### src/rtl/pattern_encoder256_pkg.sv
// Shared constants and encodings for the pattern-decoder link transmitter.
package pattern_encoder256_pkg;
  localparam int WIDTH = 256;
  localparam int CNT_W = $clog2(WIDTH);
  localparam logic IDLE_BIT = 1'b0;

  typedef enum logic [1:0] {
    IDLE      = 2'd0,
    SEND_SIG  = 2'd1,
    SEND_PRGM = 2'd2
  } state_e;

  localparam logic MODE_SIG  = 1'b0;
  localparam logic MODE_PRGM = 1'b1;
endpackage

### src/rtl/pattern_encoder256_piso.sv
// Parallel-load / serial-out shift register; the transmit-side twin of the
// decoder's serial-in register. Load has priority over shift.
module piso256
  import pattern_encoder256_pkg::*;
#(
  parameter int W = WIDTH
) (
  input  logic         clk,
  input  logic         rnot,
  input  logic         load,
  input  logic         shift,
  input  logic [W-1:0] din,
  output logic         msb
);
  logic [W-1:0] shreg_q;

  always_ff @(posedge clk or negedge rnot) begin
    if (!rnot) begin
      shreg_q <= '0;
    end else if (load) begin
      shreg_q <= din;
    end else if (shift) begin
      shreg_q <= {shreg_q[W-2:0], IDLE_BIT};
    end
  end

  assign msb = shreg_q[W-1];
endmodule

### src/rtl/pattern_encoder256.sv
// Serializes 256-bit frames MSB first onto the decoder's signal line or its
// program line (with shift enable), one bit per clock.
module pattern_encoder256
  import pattern_encoder256_pkg::*;
(
  input  logic             clk,
  input  logic             rnot,
  input  logic             load_valid,
  output logic             load_ready,
  input  logic [WIDTH-1:0] load_data,
  input  logic             load_mode,
  output logic             ser_out,
  output logic             prgm_out,
  output logic             prgm_en,
  output logic             busy,
  output logic             frame_done
);
  state_e           state_q;
  logic [CNT_W-1:0] cnt_q;
  logic             sig_en_q;
  logic             prgm_en_q;
  logic             busy_q;
  logic             frame_done_q;
  logic             last_bit;
  logic             accept;
  logic             msb;

  // The last-bit cycle doubles as an accept window so frames can abut.
  assign last_bit   = (state_q != IDLE) && (cnt_q == CNT_W'(WIDTH - 1));
  assign load_ready = (state_q == IDLE) || last_bit;
  assign accept     = load_valid && load_ready;

  piso256 #(.W(WIDTH)) u_piso (
    .clk   (clk),
    .rnot  (rnot),
    .load  (accept),
    .shift (state_q != IDLE),
    .din   (load_data),
    .msb   (msb)
  );

  always_ff @(posedge clk or negedge rnot) begin
    if (!rnot) begin
      state_q      <= IDLE;
      cnt_q        <= '0;
      sig_en_q     <= 1'b0;
      prgm_en_q    <= 1'b0;
      busy_q       <= 1'b0;
      frame_done_q <= 1'b0;
    end else begin
      frame_done_q <= last_bit;
      if (accept) begin
        cnt_q  <= '0;
        busy_q <= 1'b1;
        if (load_mode == MODE_PRGM) begin
          state_q   <= SEND_PRGM;
          sig_en_q  <= 1'b0;
          prgm_en_q <= 1'b1;
        end else begin
          state_q   <= SEND_SIG;
          sig_en_q  <= 1'b1;
          prgm_en_q <= 1'b0;
        end
      end else if (last_bit) begin
        // Counter holds here; it only wraps through a reload.
        state_q   <= IDLE;
        sig_en_q  <= 1'b0;
        prgm_en_q <= 1'b0;
        busy_q    <= 1'b0;
      end else if (state_q != IDLE) begin
        cnt_q <= cnt_q + CNT_W'(1);
      end
    end
  end

  assign ser_out    = sig_en_q  ? msb : IDLE_BIT;
  assign prgm_out   = prgm_en_q ? msb : IDLE_BIT;
  assign prgm_en    = prgm_en_q;
  assign busy       = busy_q;
  assign frame_done = frame_done_q;
endmodule
### config.mk
export PLATFORM = sky130hd
export DESIGN_NAME = pattern_encoder256
export DESIGN_NICKNAME = d
export VERILOG_FILES = /design/src/rtl/pattern_encoder256_pkg.sv /design/src/rtl/pattern_encoder256_piso.sv /design/src/rtl/pattern_encoder256.sv
export SDC_FILE = /design/constraint.sdc
export NUM_CORES = 1
export LEC_CHECK = 0
export ABC_CLOCK_PERIOD_IN_PS = 1900
export BUFFER_PORTS_ARGS = -buffer_cell sky130_fd_sc_hd__buf_4
export CAP_MARGIN = 20
export CELL_PAD_IN_SITES_DETAIL_PLACEMENT = 0
export CELL_PAD_IN_SITES_GLOBAL_PLACEMENT = 1
export CORE_ASPECT_RATIO = 1.75
export CORE_MARGIN = 2
export CORE_UTILIZATION = 39
export CTS_BUF_LIST = sky130_fd_sc_hd__clkbuf_8
export DETAILED_ROUTE_END_ITERATION = 6
export PLACE_DENSITY_LB_ADDON = 0.1
export SYNTH_ARGS = -nofsm -noshare
export SYNTH_HDL_FRONTEND = slang
export SYNTH_SLANG_ARGS = --single-unit
### constraint.sdc
create_clock -name clk -period 1.9 [get_ports clk]
set_clock_uncertainty 0.05 [all_clocks]
set_input_delay 0.285 -clock clk [delete_from_list [all_inputs] [get_ports clk]]
set_output_delay 0.285 -clock clk [all_outputs]
set_load 0.005 [all_outputs]
==> metrics.yaml, run 1 <==
sta:
  fmax_mhz: 477.6
  timing.slew.headroom: 0.5142
  grt_setup_unrepaired: "true"
  tightest_slew_ps: 728.7
  fin_hold_ws_ps: 150.6
  period_needed_ps: 2094
  setup_viol: 257
  setup_ws_ps: -193.8
  tns_ps: -19080
  post-route-period-util: 1.102
  maxSlewViolCount: 0
  hold_viol: 0
layout:
  fin_nets: 2026
  syn2layout_area_growth_pct: 64.87
  post-route-util: 0.6508
  diodes: 0
  n_fill_cell: 2380
  layout-drive-gt1-share: 0.2717
  multiInputGateArea_um2: 4792
  layoutNonFillerInstCount: 2183
  mostFrequentLayoutCells: "515 x nand2_1, 291 x buf_4, 268 x dfrtp_1"
  register_area_um2: 6706
  final_common_cell: "nand2_1"
die:
  core_area_um2: 29850
  start_util: 0.3947
  dieWidth_um: 135.4
  rows: 84
  die_h_um: 233.9
  boundaryPins: 266
  fp.dieArea_um2: 31670
power:
  total_power_uw: 12120
  ir_drop_mv: 0.5430
  power.leakage_uw: 0.01008
  pwr_density_cell_nw_per_um2: 624.1
global_route:
  antenna_found_initial: 0
  grt_first_pass_wirelength_um: 60250
  grt_use_total: 0.2357
  grt_overflow_total: 0
  grt_pass1_vias: 11870
  grt_max_degree: 112
run_status:
  violations: "setup timing"
  outcome: "finished with violations"
clocking:
  path_clk_slew_ps: 70
  clock_tree.root_cell: "clkbuf_8"
  clkSinkCount: 268
  tritoncts: "done"
  cts-htree-levels: 2
  clk_path_buf_depth: 3
  numCtsBuffers: 43
  worstSkewPairLatency_ps: 570
detailed_routing:
  drt-total-wl_um: 44030
  first_iter_violations: 618
  viasPerCell: 5.488
  first_pass_iters: 6
  ant_nets: 0
  wl_per_cell_um: 20.17
  vias: 11980
  drc_errors: 0
logic_synthesis:
  synth_nets: 1465
  avgSynthCellArea_um2: 9.786
  ys_seq_elements: 268
  synthArstFlopShare: 1.000
  synth-warning-count: 0
  postSynthCellCount: 1204
  seq_area_frac_synth: 0.5692
  synthFlopType: "dfrtp_1"
  synth_cell_types: 30
  synth_edf_count: 0
  syn-cell-area_um2: 11780
critical_path:
  required_ps: 1560
  path_class: "register to primary output"
  worstPathMaxFanout: 2
  worst_setup_path_end_kind: "primary output"
  critPathLaunchType: "register"
  arrival_ps: 1760
placement:
  place_inst: 1784
  io_buffers: 265
  gp_congestion: 0.7711
  hpwl_um: 22020
worst_hold_path:
  holdCritPathClass: "input port to async pin"
flow_run:
  cap_violations: 0
-- metrics by stage --
stage | setup WS, ps | cell area, um2
after floorplan | 64.78 | 11780
after global placement | 77.26 | 14310
after detailed placement | 33.11 | 14310
after CTS | -225.3 | 17890
after global routing | -241.3 | 19430
final | -193.8 | 19430
-- registers in the layout (all words and copies together), names as in the netlist --
signal and count:
cnt_q 8, state_q 2, busy 1, frame_done 1, u_piso.shreg_q 256
-- report_power, final --
group,total [uW],switching [uW],internal (uW)
combinational,1180,458,722
sequential,5710,0,5710
clock,5240,2420,2820
total,12100,2880,9240
-- layer usage --
layer | vias up | global-route usage | wire [um]
met5 | - | 0 | 0
met4 | 0 | 0.1100 | 1958
met3 | 119 | 0.03783 | 2108
met2 | 414 | 0.4067 | 22480
met1 | 5927 | 0.2880 | 17490
li1 | 5521 | - | -
-- cell families after synthesis --
| group | count (synthesis) | synth area share |
|---|---|---|
| simple gates | 538 | 0.1748 |
| flops | 268 | 0.5692 |
| compound gates | 278 | 0.2031 |
| fa+ha+maj | 1 | 0.001062 |
| buf+inv | 119 | 0.05182 |
-- cells in the mapped netlist (2+ instances only) --
master	n	area [um2]
a21o_1	2	15.01
a21oi_1	2	10.01
a22o_1	2	17.52
a32o_1	2	20.02
a32oi_1	255	2233
and2_1	3	18.77
and4_1	2	17.52
buf_1	9	33.78
buf_2	8	40.04
buf_6	20	225.2
clkbuf_1	80	300.3
dfrtp_1	268	6706
nand2_1	515	1933
nand3_1	5	25.02
nand3b_1	2	15.01
nor2_1	7	26.28
nor3_1	2	10.01
o21ai_0	6	30.03
o22ai_1	3	18.77
-- worst paths after layout --
| kind | from | end | slack, ps | cells after the start |
|---|---|---|---|---|
| max | cnt_q[0] | load_ready | -190 | 5 |
| min | rnot | u_piso.shreg_q[19] | 150 | 2 |
| max reg2reg | cnt_q[0] | u_piso.shreg_q[88] | -150 | 11 |
| min reg2reg | u_piso.shreg_q[116] | u_piso.shreg_q[117] | 410 | 2 |
| max in group asynchronous | rnot | u_piso.shreg_q[14] | 870 | 3 |
| min in group clk | load_valid | u_piso.shreg_q[115] | 260 | 5 |
-- worst max-delay path, cell delays in order, from the launching register on --
cell     delay [ps]
dfrtp_1         390
ha_2            190
and2_4          140
a31o_4          240
buf_12          130
buf_6           100
-- what timing repair did --
action	in CTS	in global routing
pin swaps	2	12
endpoints found under the hold margin	423	0
gates cloned	1	49
hold buffers	258	0
resized for setup	10	70
setup buffers	5	10
endpoints found under the setup margin	1	237
-- layout make-up --
cell class                 instances  share of cell area
clock buffer                      57             0.04038
clock inverter                    19            0.005668
inverter                           1           0.0001932
multi-input combinational        817              0.2467
sequential                       268              0.3452
tap                              387             0.02493
timing repair buffer             634              0.3369
(Power assumes the default switching activity.)
==> run 2, diff against run 1 <==
--- a/config.mk
+++ b/config.mk
@@ -16,6 +16,8 @@
 export CTS_BUF_LIST = sky130_fd_sc_hd__clkbuf_8
 export DETAILED_ROUTE_END_ITERATION = 6
 export PLACE_DENSITY_LB_ADDON = 0.1
+export SETUP_SLACK_MARGIN = 0.5
+export SLEW_MARGIN = 20
 export SYNTH_ARGS = -nofsm -noshare
 export SYNTH_HDL_FRONTEND = slang
 export SYNTH_SLANG_ARGS = --single-unit
==> run 2 against run 1 <==
The flow still finishes with violations (setup timing); register-to-register slack got worse by 60 ps; design area is 2.6% lower; critical path depth grew 5; combinational power is essentially flat; power fell by 1.2%; highest routed layer unchanged.
==> metrics.yaml, run 2 (synthesis results as in run 1) <==
die:
  core_area_um2: 29850  # unchanged
  fp.dieArea_um2: 31670  # unchanged
  rows: 84  # unchanged
  die_h_um: 233.9  # unchanged
  start_util: 0.3947  # unchanged
  boundaryPins: 266  # unchanged
  dieWidth_um: 135.4  # unchanged
critical_path:
  reg2reg_depth: 10  # -1
  path_common_cell: "buf_12"
  required_ps: 2290  # +730 ps
  worstPathMaxFanout: 9  # +7
  slowest_delay_ps: 410  # +20 ps
  cp_num_buf_inv: 5  # +3
  critPathLaunchType: "register"
  slowest_stage: "dfrtp_1"
  path_depth: 10  # +5
  worst_setup_path_end_kind: "register"
  crit_family: "buffers and inverters"
  crit_chain: "ha_4, and2_4, a31o_4, buf_4, buf_12, buf_12, buf_6, buf_12, a32oi_2, nand2_1"
  arrival_ps: 2500  # +740 ps
  path_class: "register to register"
sta:
  setup_viol: 223  # -13%
  hold_viol: 0  # unchanged
  post-route-period-util: 1.111  # +0.009178
  timing.slew.headroom: 0.4108  # -0.1034
  tightest_slew_ps: 883.8  # +155.1 ps
  period_needed_ps: 2111  # +17.44 ps
  grt_setup_unrepaired: "true"
  maxSlewViolCount: 0  # unchanged
  setup_ws_ps: -211.3  # -17.44 ps
  fmax_mhz: 473.6  # -0.83%
global_route:
  grt_max_degree: 128  # +14%
  grt_first_pass_wirelength_um: 62950  # +4.5%
  grt_use_total: 0.2478  # +0.01210
  antenna_found_initial: 1  # +1
  grt_pass1_vias: 12220  # +2.9%
  grt_overflow_total: 0  # unchanged
detailed_routing:
  viasPerCell: 5.445  # -0.79%
  first_pass_iters: 5  # -1
  wl_per_cell_um: 19.70  # -2.3%
  drc_errors: 0  # unchanged
  vias: 11760  # -1.9%
  ant_nets: 0  # unchanged
  first_iter_violations: 687  # +11%
  drt-total-wl_um: 42530  # -3.4%
layout:
  layout-drive-gt1-share: 0.2548  # -0.01691
  post-route-util: 0.6339  # -0.01689
  largest-register: "u_piso.shreg_q"
  n_fill_cell: 2515  # +5.7%
  reg.largest.list: "u_piso.shreg_q x256, cnt_q x8, state_q x2"
  multiInputGateArea_um2: 4683  # -2.3%
  fin_nets: 2001  # -1.2%
  syn2layout_area_growth_pct: 60.59
  register_area_um2: 6706  # unchanged
  largest_reg_flops: 256  # unchanged
  mostFrequentLayoutCells: "502 x nand2_1, 285 x buf_4, 268 x dfrtp_1"
  final_common_cell: "nand2_1"
run_status:
  violations: "setup timing"
  outcome: "finished with violations"
clocking:
  clk_path_buf_depth: 3  # unchanged
  tritoncts: "done"
  numCtsBuffers: 43  # unchanged
  cts-htree-levels: 2  # unchanged
  path_clk_slew_ps: 70  # about the same
  worstSkewPairLatency_ps: 570  # about the same
  clock_tree.root_cell: "clkbuf_8"
  clkSinkCount: 268  # unchanged
flow_run:
  cap_violations: 0  # unchanged
power:
  power.leakage_uw: 0.009732  # -3.4%
  pwr_density_cell_nw_per_um2: 632.7  # +1.4%
  ir_drop_mv: 0.4359  # -20%
placement:
  io_buffers: 265  # unchanged
  gp_congestion: 0.7629  # -1.1%
  pre_cts_slack_ps: 42.78  # +9.671 ps
  hpwl_um: 21500  # -2.4%
worst_hold_path:
  holdCritPathClass: "input port to register"
  min_path_cells: 3
## run 2: cell count changes in the layout (fill, tap and decap cells not counted), sizes merged
cell | previous run | this run
buf | 346 | 329
clkbuf | 86 | 76
clkinv | 7 | 4
bufbuf | 1 | 3
diode | 0 | 2
inv | 11 | 13
bufinv | 1 | 0
dlygate4sd3 | 258 | 259
## run 2: per-stage QoR
| step | hold WS [ps] | area, um2 | std cells | setup TNS [ps] | total power [uW] |
|---|---|---|---|---|---|
| after floorplan | -60.59 | 11860 | 1204 | 0 | 5894 |
| after global placement | 171.4 | 14200 | 1774 | 0 | 6525 |
| after detailed placement | 165.3 | 14200 | 1774 | 0 | 6523 |
| after CTS | 4.152 | 18100 | 2126 | -9142 | 12090 |
| after global routing | 41.15 | 18920 | 2158 | -40420 | 12400 |
| final | 36.68 | 18920 | 2159 | -23980 | 11970 |
## run 2: cell type report
| type | count | share of cell area |
|---|---|---|
| Antenna cell | 2 | 0.0002645 |
| Inverter | 1 | 0.0001984 |
| Clock buffer | 58 | 0.04219 |
| Clock inverter | 17 | 0.003835 |
| Timing Repair Buffer | 609 | 0.3260 |
| Sequential cell | 268 | 0.3544 |
| Tap cell | 387 | 0.02559 |
| Multi-Input combinational cell | 817 | 0.2475 |
## run 2: path summary, 6_finish.rpt
kind,start,slack (ps),to
max,cnt_q[0],-210,u_piso.shreg_q[1]
min,load_valid,40,cnt_q[0]
max reg2reg,cnt_q[0],-210,u_piso.shreg_q[1]
min reg2reg,u_piso.shreg_q[50],410,u_piso.shreg_q[51]
max in group asynchronous,rnot,910,u_piso.shreg_q[138]
min in group asynchronous,rnot,180,u_piso.shreg_q[30]
## run 2: where the power goes
part / internal [uW] / switching [uW] / leakage (uW)
clock: 2710 / 2390 / 0.000497
combinational: 721 / 446 / 0.00552
sequential: 5710 / 0 / 0.00372
## run 2: worst min-delay path: stages
cell and delay, ps:
clkbuf_8 150, nand3b_1 110, o21ai_1 70
## run 2: layer usage
layer | vias to the layer above | routed length, um | GRT usage
li1 | 5458 | - | -
met4 | 0 | 1365 | 0.08822
met5 | - | 0 | 0
met3 | 92 | 2200 | 0.03934
met1 | 5797 | 16820 | 0.3037
met2 | 409 | 22150 | 0.4404
## run 2: repair_timing
item / 4_1_cts / 5_1_grt
pin swaps: 3 / 39
resized for setup: 25 / 52
hold buffers: 259 / 0
setup endpoints to repair: 270 / 273
endpoints found under the hold margin: 484 / 0
gates cloned: 10 / 21
buffers inserted: 8 / 10
